### src/rtl/farm_sensor_bus_tx.sv
// Drives the monitor tile's input bus: single sensor samples when idle, or a
// complete framed camera image (vsync, href lines with gaps, tail) on request.
module farm_sensor_bus_tx #(
    parameter int LINE_LEN  = 16,
    parameter int LINES     = 8,
    parameter int LINE_GAP  = 2,
    parameter int VSYNC_CYC = 2,
    parameter int TAIL_CYC  = 4
) (
    input  logic       clk,
    input  logic       rst,
    input  logic       ena,
    input  logic       sens_valid,
    input  logic [1:0] sens_id,
    input  logic [7:0] sens_data,
    output logic       sens_ready,
    input  logic       frame_req,
    input  logic       pix_valid,
    input  logic [7:0] pix_data,
    output logic       pix_ready,
    output logic [7:0] bus_data,
    output logic       bus_mode_camera,
    output logic       bus_vsync,
    output logic       bus_href,
    output logic [1:0] bus_sel,
    output logic       bus_ena,
    output logic       busy,
    output logic       frame_done,
    output logic       underrun
);

    localparam int COL_W  = (LINE_LEN > 1) ? $clog2(LINE_LEN) : 1;
    localparam int ROW_W  = (LINES > 1) ? $clog2(LINES) : 1;
    localparam int PH_MAX = (VSYNC_CYC > LINE_GAP)
                          ? ((VSYNC_CYC > TAIL_CYC) ? VSYNC_CYC : TAIL_CYC)
                          : ((LINE_GAP > TAIL_CYC) ? LINE_GAP : TAIL_CYC);
    localparam int PH_W   = (PH_MAX > 1) ? $clog2(PH_MAX) : 1;

    localparam logic [COL_W-1:0] COL_LAST  = COL_W'(LINE_LEN - 1);
    localparam logic [ROW_W-1:0] ROW_LAST  = ROW_W'(LINES - 1);
    localparam logic [PH_W-1:0]  VS_LAST   = PH_W'(VSYNC_CYC - 1);
    localparam logic [PH_W-1:0]  GAP_LAST  = PH_W'(LINE_GAP - 1);
    localparam logic [PH_W-1:0]  TAIL_LAST = PH_W'(TAIL_CYC - 1);

    typedef enum logic [2:0] {
        S_IDLE,
        S_VSYNC,
        S_LINE,
        S_GAP,
        S_TAIL
    } state_t;

    state_t           state_reg;
    logic [COL_W-1:0] col_reg;
    logic [ROW_W-1:0] row_reg;
    logic [PH_W-1:0]  phase_reg;
    logic             pending_reg;
    logic [7:0]       bus_data_reg;
    logic             bus_mode_camera_reg;
    logic             bus_vsync_reg;
    logic             bus_href_reg;
    logic [1:0]       bus_sel_reg;
    logic             bus_ena_reg;
    logic             busy_reg;
    logic             frame_done_reg;
    logic             underrun_reg;

    logic       frame_start;
    logic [7:0] pix_byte;

    assign frame_start = pending_reg || frame_req;
    assign pix_byte    = pix_valid ? pix_data : 8'h00;

    // A frame request always wins over a sensor sample offered in the same cycle.
    assign sens_ready = ena && (state_reg == S_IDLE) && !frame_start;

    // High in exactly the cycles whose clock edge puts a pixel on the bus.
    assign pix_ready = ena && (((state_reg == S_VSYNC) && (phase_reg == VS_LAST)) ||
                               ((state_reg == S_LINE)  && (col_reg != COL_LAST)) ||
                               ((state_reg == S_GAP)   && (phase_reg == GAP_LAST)));

    always_ff @(posedge clk) begin
        if (rst) begin
            state_reg           <= S_IDLE;
            col_reg             <= '0;
            row_reg             <= '0;
            phase_reg           <= '0;
            pending_reg         <= 1'b0;
            bus_data_reg        <= 8'h00;
            bus_mode_camera_reg <= 1'b0;
            bus_vsync_reg       <= 1'b0;
            bus_href_reg        <= 1'b0;
            bus_sel_reg         <= 2'd0;
            bus_ena_reg         <= 1'b0;
            busy_reg            <= 1'b0;
            frame_done_reg      <= 1'b0;
            underrun_reg        <= 1'b0;
        end else if (ena) begin
            // Defaults describe a camera-mode blanking cycle; branches refine them.
            frame_done_reg      <= 1'b0;
            bus_vsync_reg       <= 1'b0;
            bus_href_reg        <= 1'b0;
            bus_data_reg        <= 8'h00;
            bus_mode_camera_reg <= 1'b1;
            bus_ena_reg         <= 1'b1;
            busy_reg            <= 1'b1;
            if (frame_req) begin
                pending_reg <= 1'b1;
            end
            if (pix_ready) begin
                bus_href_reg <= 1'b1;
                bus_data_reg <= pix_byte;
                if (!pix_valid) begin
                    underrun_reg <= 1'b1;
                end
            end
            case (state_reg)
                S_IDLE: begin
                    if (frame_start) begin
                        state_reg     <= S_VSYNC;
                        phase_reg     <= '0;
                        pending_reg   <= 1'b0;
                        bus_vsync_reg <= 1'b1;
                    end else begin
                        busy_reg            <= 1'b0;
                        bus_mode_camera_reg <= 1'b0;
                        bus_ena_reg         <= sens_valid;
                        if (sens_valid) begin
                            bus_data_reg <= sens_data;
                            bus_sel_reg  <= sens_id;
                        end
                    end
                end
                S_VSYNC: begin
                    if (phase_reg == VS_LAST) begin
                        state_reg <= S_LINE;
                        row_reg   <= '0;
                        col_reg   <= '0;
                    end else begin
                        phase_reg     <= phase_reg + PH_W'(1);
                        bus_vsync_reg <= 1'b1;
                    end
                end
                S_LINE: begin
                    if (col_reg != COL_LAST) begin
                        col_reg <= col_reg + COL_W'(1);
                    end else if (row_reg != ROW_LAST) begin
                        state_reg <= S_GAP;
                        phase_reg <= '0;
                    end else begin
                        state_reg <= S_TAIL;
                        phase_reg <= '0;
                    end
                end
                S_GAP: begin
                    if (phase_reg == GAP_LAST) begin
                        state_reg <= S_LINE;
                        row_reg   <= row_reg + ROW_W'(1);
                        col_reg   <= '0;
                    end else begin
                        phase_reg <= phase_reg + PH_W'(1);
                    end
                end
                S_TAIL: begin
                    if (phase_reg == TAIL_LAST) begin
                        state_reg           <= S_IDLE;
                        frame_done_reg      <= 1'b1;
                        busy_reg            <= 1'b0;
                        bus_mode_camera_reg <= 1'b0;
                        bus_ena_reg         <= 1'b0;
                    end else begin
                        phase_reg <= phase_reg + PH_W'(1);
                    end
                end
                default: begin
                    state_reg <= S_IDLE;
                end
            endcase
        end
    end

    assign bus_data        = bus_data_reg;
    assign bus_mode_camera = bus_mode_camera_reg;
    assign bus_vsync       = bus_vsync_reg;
    assign bus_href        = bus_href_reg;
    assign bus_sel         = bus_sel_reg;
    assign bus_ena         = bus_ena_reg;
    assign busy            = busy_reg;
    assign frame_done      = frame_done_reg;
    assign underrun        = underrun_reg;

endmodule
### config.mk
export PLATFORM = sky130hd
export DESIGN_NAME = farm_sensor_bus_tx
export DESIGN_NICKNAME = d
export VERILOG_FILES = /design/src/rtl/farm_sensor_bus_tx.sv
export SDC_FILE = /design/constraint.sdc
export NUM_CORES = 1
export LEC_CHECK = 0
export ABC_AREA = 1
export CAP_MARGIN = 20
export CORE_AREA = 10 10 84 86
export CTS_CLUSTER_SIZE = 24
export DETAILED_ROUTE_END_ITERATION = 7
export DIE_AREA = 0 0 94 96
export SYNTH_ARGS = -nofsm -noshare
export SYNTH_HDL_FRONTEND = slang
export SYNTH_SLANG_ARGS = --single-unit
### constraint.sdc
create_clock -name clk -period 1.5 [get_ports clk]
set_input_delay 0.375 -clock clk [delete_from_list [all_inputs] [get_ports clk]]
set_output_delay 0.375 -clock clk [all_outputs]
set_load 0.03 [all_outputs]
==> flow_summary.toml, run 1 <==
[outcome]
status = "finished with violations"
violations = "setup timing"

[drt]
drt_pass1_iterations = 4
via_per_inst = 4.35
wl_per_cell_um = 12.1
drtAntennaViolNets = 0
drt-total-wl_um = 4480
drtIter0Drc = 69
drc = 0
via_count = 1606

[logic_synthesis]
synth_seq_cells = 29
synth_xor_xnor_area_share = 0
synthMuxAreaShare = 0
synth_area_per_cell_um2 = 6.91
synthTopCellsByArea = "dfxtp_1 37%, nor2_1 11%, nand2_1 11%"
synth-seq-area-share = 0.371
yosys_warnings = 0
synth-compound-area-share = 0.115
synthDistinctLibCells = 28
synth_top_area_frac = 0.371
synth_area_mm2 = 0.00156
yosys.area_share.simple = 0.390
synth-adder-area-share = 0.0400
synth_nets = 255
synth_area_leader_cell = "dfxtp_1"
synth_cells = 226
synth_top_family_by_area = "simple AND/OR/NAND/NOR gates"

[timing]
worstMarginPinSlew_ps = 364
rsz0062_at_grt = "yes"
min_period_over_period = 1.11
postLayoutSetupSlackWorst_ps = -166
fin_tns_setup_ps = -234
slew_violations = 0
fmaxAchievable_mhz = 600
hold_viol = 0
finalSetupViolations = 2
slew_headroom = 0.755
finalCriticalPeriod_ps = 1670
skew_ps = 2.95

[layout]
fillers = 568
layout_commonest_cell = "nand2_1"
fin_area_mm2 = 0.00241
multi_input_area_um2 = 940
drive_above_1_share = 0.286
syn2layout_area_growth_pct = 54.5
diodes = 0
largest_register_ffs = 8
fin_util = 0.447
nets = 326
final_cell_mix = "45 x nand2_1, 44 x nor2_1, 30 x buf_4"
fin_cells = 369
regArea_um2 = 594

[setup_path]
crit_top_cell = "inv_2"
start_kind = "flop"
worstSetupEndpointType = "primary output"
cp.arrival_ps = 1290
cp_slowest_cell = "dfxtp_2"
slowest_delay_ps = 320
worstPathCellList = "inv_2 > ha_4 > inv_2 > nor2_4 > inv_2 > nand2_4 > nand2_4 > inv_2 > buf_6"
worstSetupPathType = "flop to primary output"
required_ps = 1120
worst-path-max-fanout = 2

[placement]
placed_cells = 356
hpwl_um = 3430
placed_area_mm2 = 0.00219
port_buffers = 42
place_congestion = 0.797

[global_route]
overflow = 0
grt_util_met2 = 0.159
busiest_layer = "met2"
grt.met3_usage = 0.0296
grt_use_met1 = 0.122
track_usage = 0.0990
grt_pass1_wl_um = 7270
grt_pass1_vias = 1585
grt_start_max_net_pins = 19
antenna_found_initial = 0

[die]
die-area_mm2 = 0.00902
core-area_mm2 = 0.00541
ios = 43
initial_core_util = 0.289
die_h_um = 96
die_width_um = 94
core.rowCount = 27

[clock_tree]
insertion_delay_ps = 280
cts_sinks = 29
path_clk_slew_ps = 60
ctsHtreeMaxLevel = 2
root_buffer = "clkbuf_8"
cts_buffers = 5
cts_tree = "yes"
cts_buffer_depth = 2

[power_and_ir_drop]
sw_frac_of_total = 0.406
seqPwrFrac = 0.285
powerDensity_mw_per_mm2 = 1490
internal-power_w = 0.00214
power.leakage_nw = 1.10
p_sw_w = 0.00147
clockPowerShare = 0.177
ir_worst_vdd_mv = 0.702
pwr-share-comb = 0.539

[min_path]
hold_class = "flop to flop"

[job]
max_cap_violations = 0
==> area by class of cell <==
cell class	instances	share of cell area
sequential	29	0.246
tap	72	0.0373
inverter	19	0.0332
multi-input combinational	170	0.389
clock buffer	7	0.0358
timing repair buffer	72	0.259
==> layer usage <==
| metal | share of wire | vias to the layer above |
|---|---|---|
| met2 | 0.48 | 27 |
| met4 | 0.019 | 0 |
| met5 | 0 | - |
| met3 | 0.043 | 10 |
| li1 | - | 856 |
| met1 | 0.46 | 713 |
==> power by group through the flow <==
stage	clock (W)	sequential, W	combinational [W]
final	0.000638	0.00103	0.00194
after global routing	0.000705	0.00105	0.00215
after CTS	0.000666	0.00101	0.00182
after detailed placement	0	0.00101	0.00169
after global placement	0	0.00101	0.00168
after floorplan	0	0.00110	0.00102
==> critical path: cells and delay by family, from the launching register on <==
| family | cells | cell delay, ps |
|---|---|---|
| flops | 1 | 320 |
| simple gates | 3 | 220 |
| fa+ha+maj | 1 | 120 |
| buf+inv | 5 | 340 |
==> repair_timing <==
| action | CTS | global route |
|---|---|---|
| buffers inserted | 6 | 1 |
| hold buffers | 0 | 0 |
| pin swaps | 5 | 8 |
| resized for setup | 34 | 18 |
| endpoints found under the setup margin | 19 | 8 |
==> path summary, 6_finish.rpt <==
kind | from | to | slack (ps) | cells after the start
max | phase_reg[1]$_SDFFE_PP0P_ | pix_ready | -170 | 9
min | bus_href$_SDFFE_PP0P_ | bus_href$_SDFFE_PP0P_ | 460 | 2
max reg2reg | state_reg[2]$_SDFFE_PP0P_ | state_reg[1]$_SDFFE_PP0P_ | 100 | 10
min reg2reg | bus_href$_SDFFE_PP0P_ | bus_href$_SDFFE_PP0P_ | 460 | 2
==> per-stage QoR <==
step	power (W)	setup WS, ps	hold WS [ps]
2_1_floorplan	0.00212	15.5	449
3_3_place_gp	0.00268	-280	449
3_5_place_dp	0.00270	-274	454
4_1_cts	0.00350	-215	461
5_1_grt	0.00390	-243	487
6_report	0.00361	-166	456
==> cell families after synthesis <==
family | count (synthesis)
buf+inv | 27
fa+ha+maj | 5
compound gates | 33
flops | 29
simple gates | 132
==> cell usage after synthesis <==
master / instances
nand2_1: 46
nand2_2: 14
nand4_1: 1
ha_1: 5
clkbuf_1: 3
nand2_4: 1
or2_2: 2
buf_4: 1
buf_12: 1
buf_1: 1
nor2_4: 4
nor3_1: 3
nand3_2: 2
nor3b_1: 1
a21oi_1: 14
nand3_1: 11
dfxtp_1: 29
nor2_1: 47
inv_1: 14
o21a_1: 1
o31ai_1: 1
buf_2: 1
o21ai_0: 13
o21bai_1: 1
buf_6: 1
inv_2: 5
a211oi_1: 2
a21o_1: 1
(Power assumes the default switching activity.)
==> inputs of run 2 (changes only) <==
--- a/config.mk
+++ b/config.mk
@@ -7,10 +7,10 @@
 export LEC_CHECK = 0
 export ABC_AREA = 1
 export CAP_MARGIN = 20
-export CORE_AREA = 10 10 84 86
+export CORE_AREA = 10 10 86 88
 export CTS_CLUSTER_SIZE = 24
 export DETAILED_ROUTE_END_ITERATION = 7
-export DIE_AREA = 0 0 94 96
+export DIE_AREA = 0 0 96 98
 export SYNTH_ARGS = -nofsm -noshare
 export SYNTH_HDL_FRONTEND = slang
 export SYNTH_SLANG_ARGS = --single-unit
==> flow_summary.toml, run 2 (synthesis results as in run 1) <==
[outcome]
status = "finished with violations"
violations = "setup timing"

[power_and_ir_drop]
seqPwrFrac = 0.300
clockPowerShare = 0.180
p_sw_w = 0.00142
powerDensity_mw_per_mm2 = 1460
pwr-share-comb = 0.520
ir_worst_vdd_mv = 0.608
power.leakage_nw = 1.06
sw_frac_of_total = 0.417
internal-power_w = 0.00198

[die]
ios = 43
initial_core_util = 0.272
die_width_um = 96
die-area_mm2 = 0.00941
core-area_mm2 = 0.00575
die_h_um = 98
core.rowCount = 28

[drt]
wl_per_cell_um = 11.8
drt-total-wl_um = 4350
drt_pass1_iterations = 4
via_count = 1568
via_per_inst = 4.26
drtIter0Drc = 46
drc = 0
drtAntennaViolNets = 0

[setup_path]
worstSetupEndpointType = "primary output"
worst-path-max-fanout = 2
reg2reg_from = "state_reg[2]$_SDFFE_PP0P_"
crit_top_cell = "inv_2"
cp_num_buf_inv = 5
worstPathCellList = "inv_2 > ha_4 > inv_2 > nor2_4 > inv_2 > nand2_4 > nand2_4 > inv_2 > buf_6"
startpoint = "phase_reg[1]$_SDFFE_PP0P_"
cp_slowest_cell = "dfxtp_2"
path_delay_family = "buffers and inverters"
slowest_delay_ps = 330
cp.arrival_ps = 1290
required_ps = 1120
start_kind = "flop"
worstSetupPathType = "flop to primary output"

[global_route]
grt_pass1_wl_um = 7250
antenna_found_initial = 1
track_usage = 0.0957
grt_start_max_net_pins = 19
overflow = 0
grt_pass1_vias = 1517

[timing]
worstMarginPinSlew_ps = 481
postLayoutSetupSlackWorst_ps = -160
min_period_over_period = 1.11
fin_tns_setup_ps = -290
hold_viol = 0
rsz0062_at_grt = "yes"
skew_ps = 6.04
slew_violations = 0
slew_headroom = 0.679
finalCriticalPeriod_ps = 1660
finalSetupViolations = 2
fmaxAchievable_mhz = 602
whs_ps = 461

[layout]
syn2layout_area_growth_pct = 49.4
final_cell_mix = "46 x nand2_1, 44 x nor2_1, 24 x buf_4"
largest_register_ffs = 8
fin_area_mm2 = 0.00233
layout_commonest_cell = "nand2_1"
drive_above_1_share = 0.257
nets = 320

[clock_tree]
cts_buffer_depth = 2
path_clk_slew_ps = 60
ctsHtreeMaxLevel = 2
root_buffer = "clkbuf_8"
ctsHoldBuffers = 0
cts_sinks = 29
cts_buffers = 5
cts_tree = "yes"
insertion_delay_ps = 280

[min_path]
hold_class = "flop to flop"
hold_path.startpoint = "bus_vsync$_SDFFE_PP0P_"

[placement]
place_congestion = 0.789
placed_area_mm2 = 0.00216
port_buffers = 42
hpwl_um = 3410

[job]
max_cap_violations = 0
==> run 2: worst paths after layout <==
path / endpoint / slack, ps / depth (start not counted)
max reg2reg: state_reg[2]$_SDFFE_PP0P_ / 50 / 10
min reg2reg: bus_vsync$_SDFFE_PP0P_ / 460 / 2
min: bus_vsync$_SDFFE_PP0P_ / 460 / 2
max: pix_ready / -160 / 9
==> run 2: what timing repair did <==
action | CTS | global route
endpoints found under the setup margin | 22 | 5
resized for setup | 39 | 3
buffers inserted | 3 | 2
pin swaps | 4 | 1
==> run 2: worst register-to-register path: stages (launching register included) <==
cell and delay [ps]:
dfxtp_2 400, inv_1 70, nand2_2 90, buf_4 150, inv_1 90, nand2_1 110
nand3_1 120, nor2_4 160, nand2_1 70, nand2_1 60, nor2_1 40
==> run 2: area by class of cell <==
cell class	instances	area [µm²]
Clock inverter	2	10.0
Tap cell	75	93.8
Sequential cell	29	588
Antenna cell	1	2.50
Inverter	19	73.8
Fill cell	618	3410
Timing Repair Buffer	66	579
Multi-Input combinational cell	170	915
Clock buffer	6	72.6
==> run 2: stage by stage <==
stage | util | cells | power, W | setup WS, ps
after global placement | 0.375 | 354 | 0.00263 | -230
final | 0.406 | 368 | 0.00340 | -160
after CTS | 0.402 | 365 | 0.00334 | -167
after detailed placement | 0.375 | 354 | 0.00264 | -279
after floorplan | - | 226 | 0.00212 | 15.5
after global routing | 0.406 | 368 | 0.00366 | -226
==> run 2: routing by layer <==
layer	global-route usage	wire [µm]	vias to the layer above
li1	-	-	855
met1	0.109	1910	687
met2	0.163	2180	21
met3	0.0268	190	5
met4	0.0375	70	0
met5	0	0	-
==> run 2: power groups by stage <==
stage / registers [W] / clock network [W] / logic (W)
final: 0.00102 / 0.000614 / 0.00177
after global placement: 0.00101 / 0 / 0.00162
after CTS: 0.00101 / 0.000637 / 0.00169
after floorplan: 0.00110 / 0 / 0.00102
after global routing: 0.00104 / 0.000680 / 0.00194
after detailed placement: 0.00101 / 0 / 0.00164
==> inputs of run 3 (changes only) <==
--- a/config.mk
+++ b/config.mk
@@ -6,6 +6,7 @@
 export NUM_CORES = 1
 export LEC_CHECK = 0
 export ABC_AREA = 1
+export ABC_CLOCK_PERIOD_IN_PS = 1500
 export CAP_MARGIN = 20
 export CORE_AREA = 10 10 86 88
 export CTS_CLUSTER_SIZE = 24
==> results of run 3 <==
Final layout, timing and power as in run 2 (identical DEF).
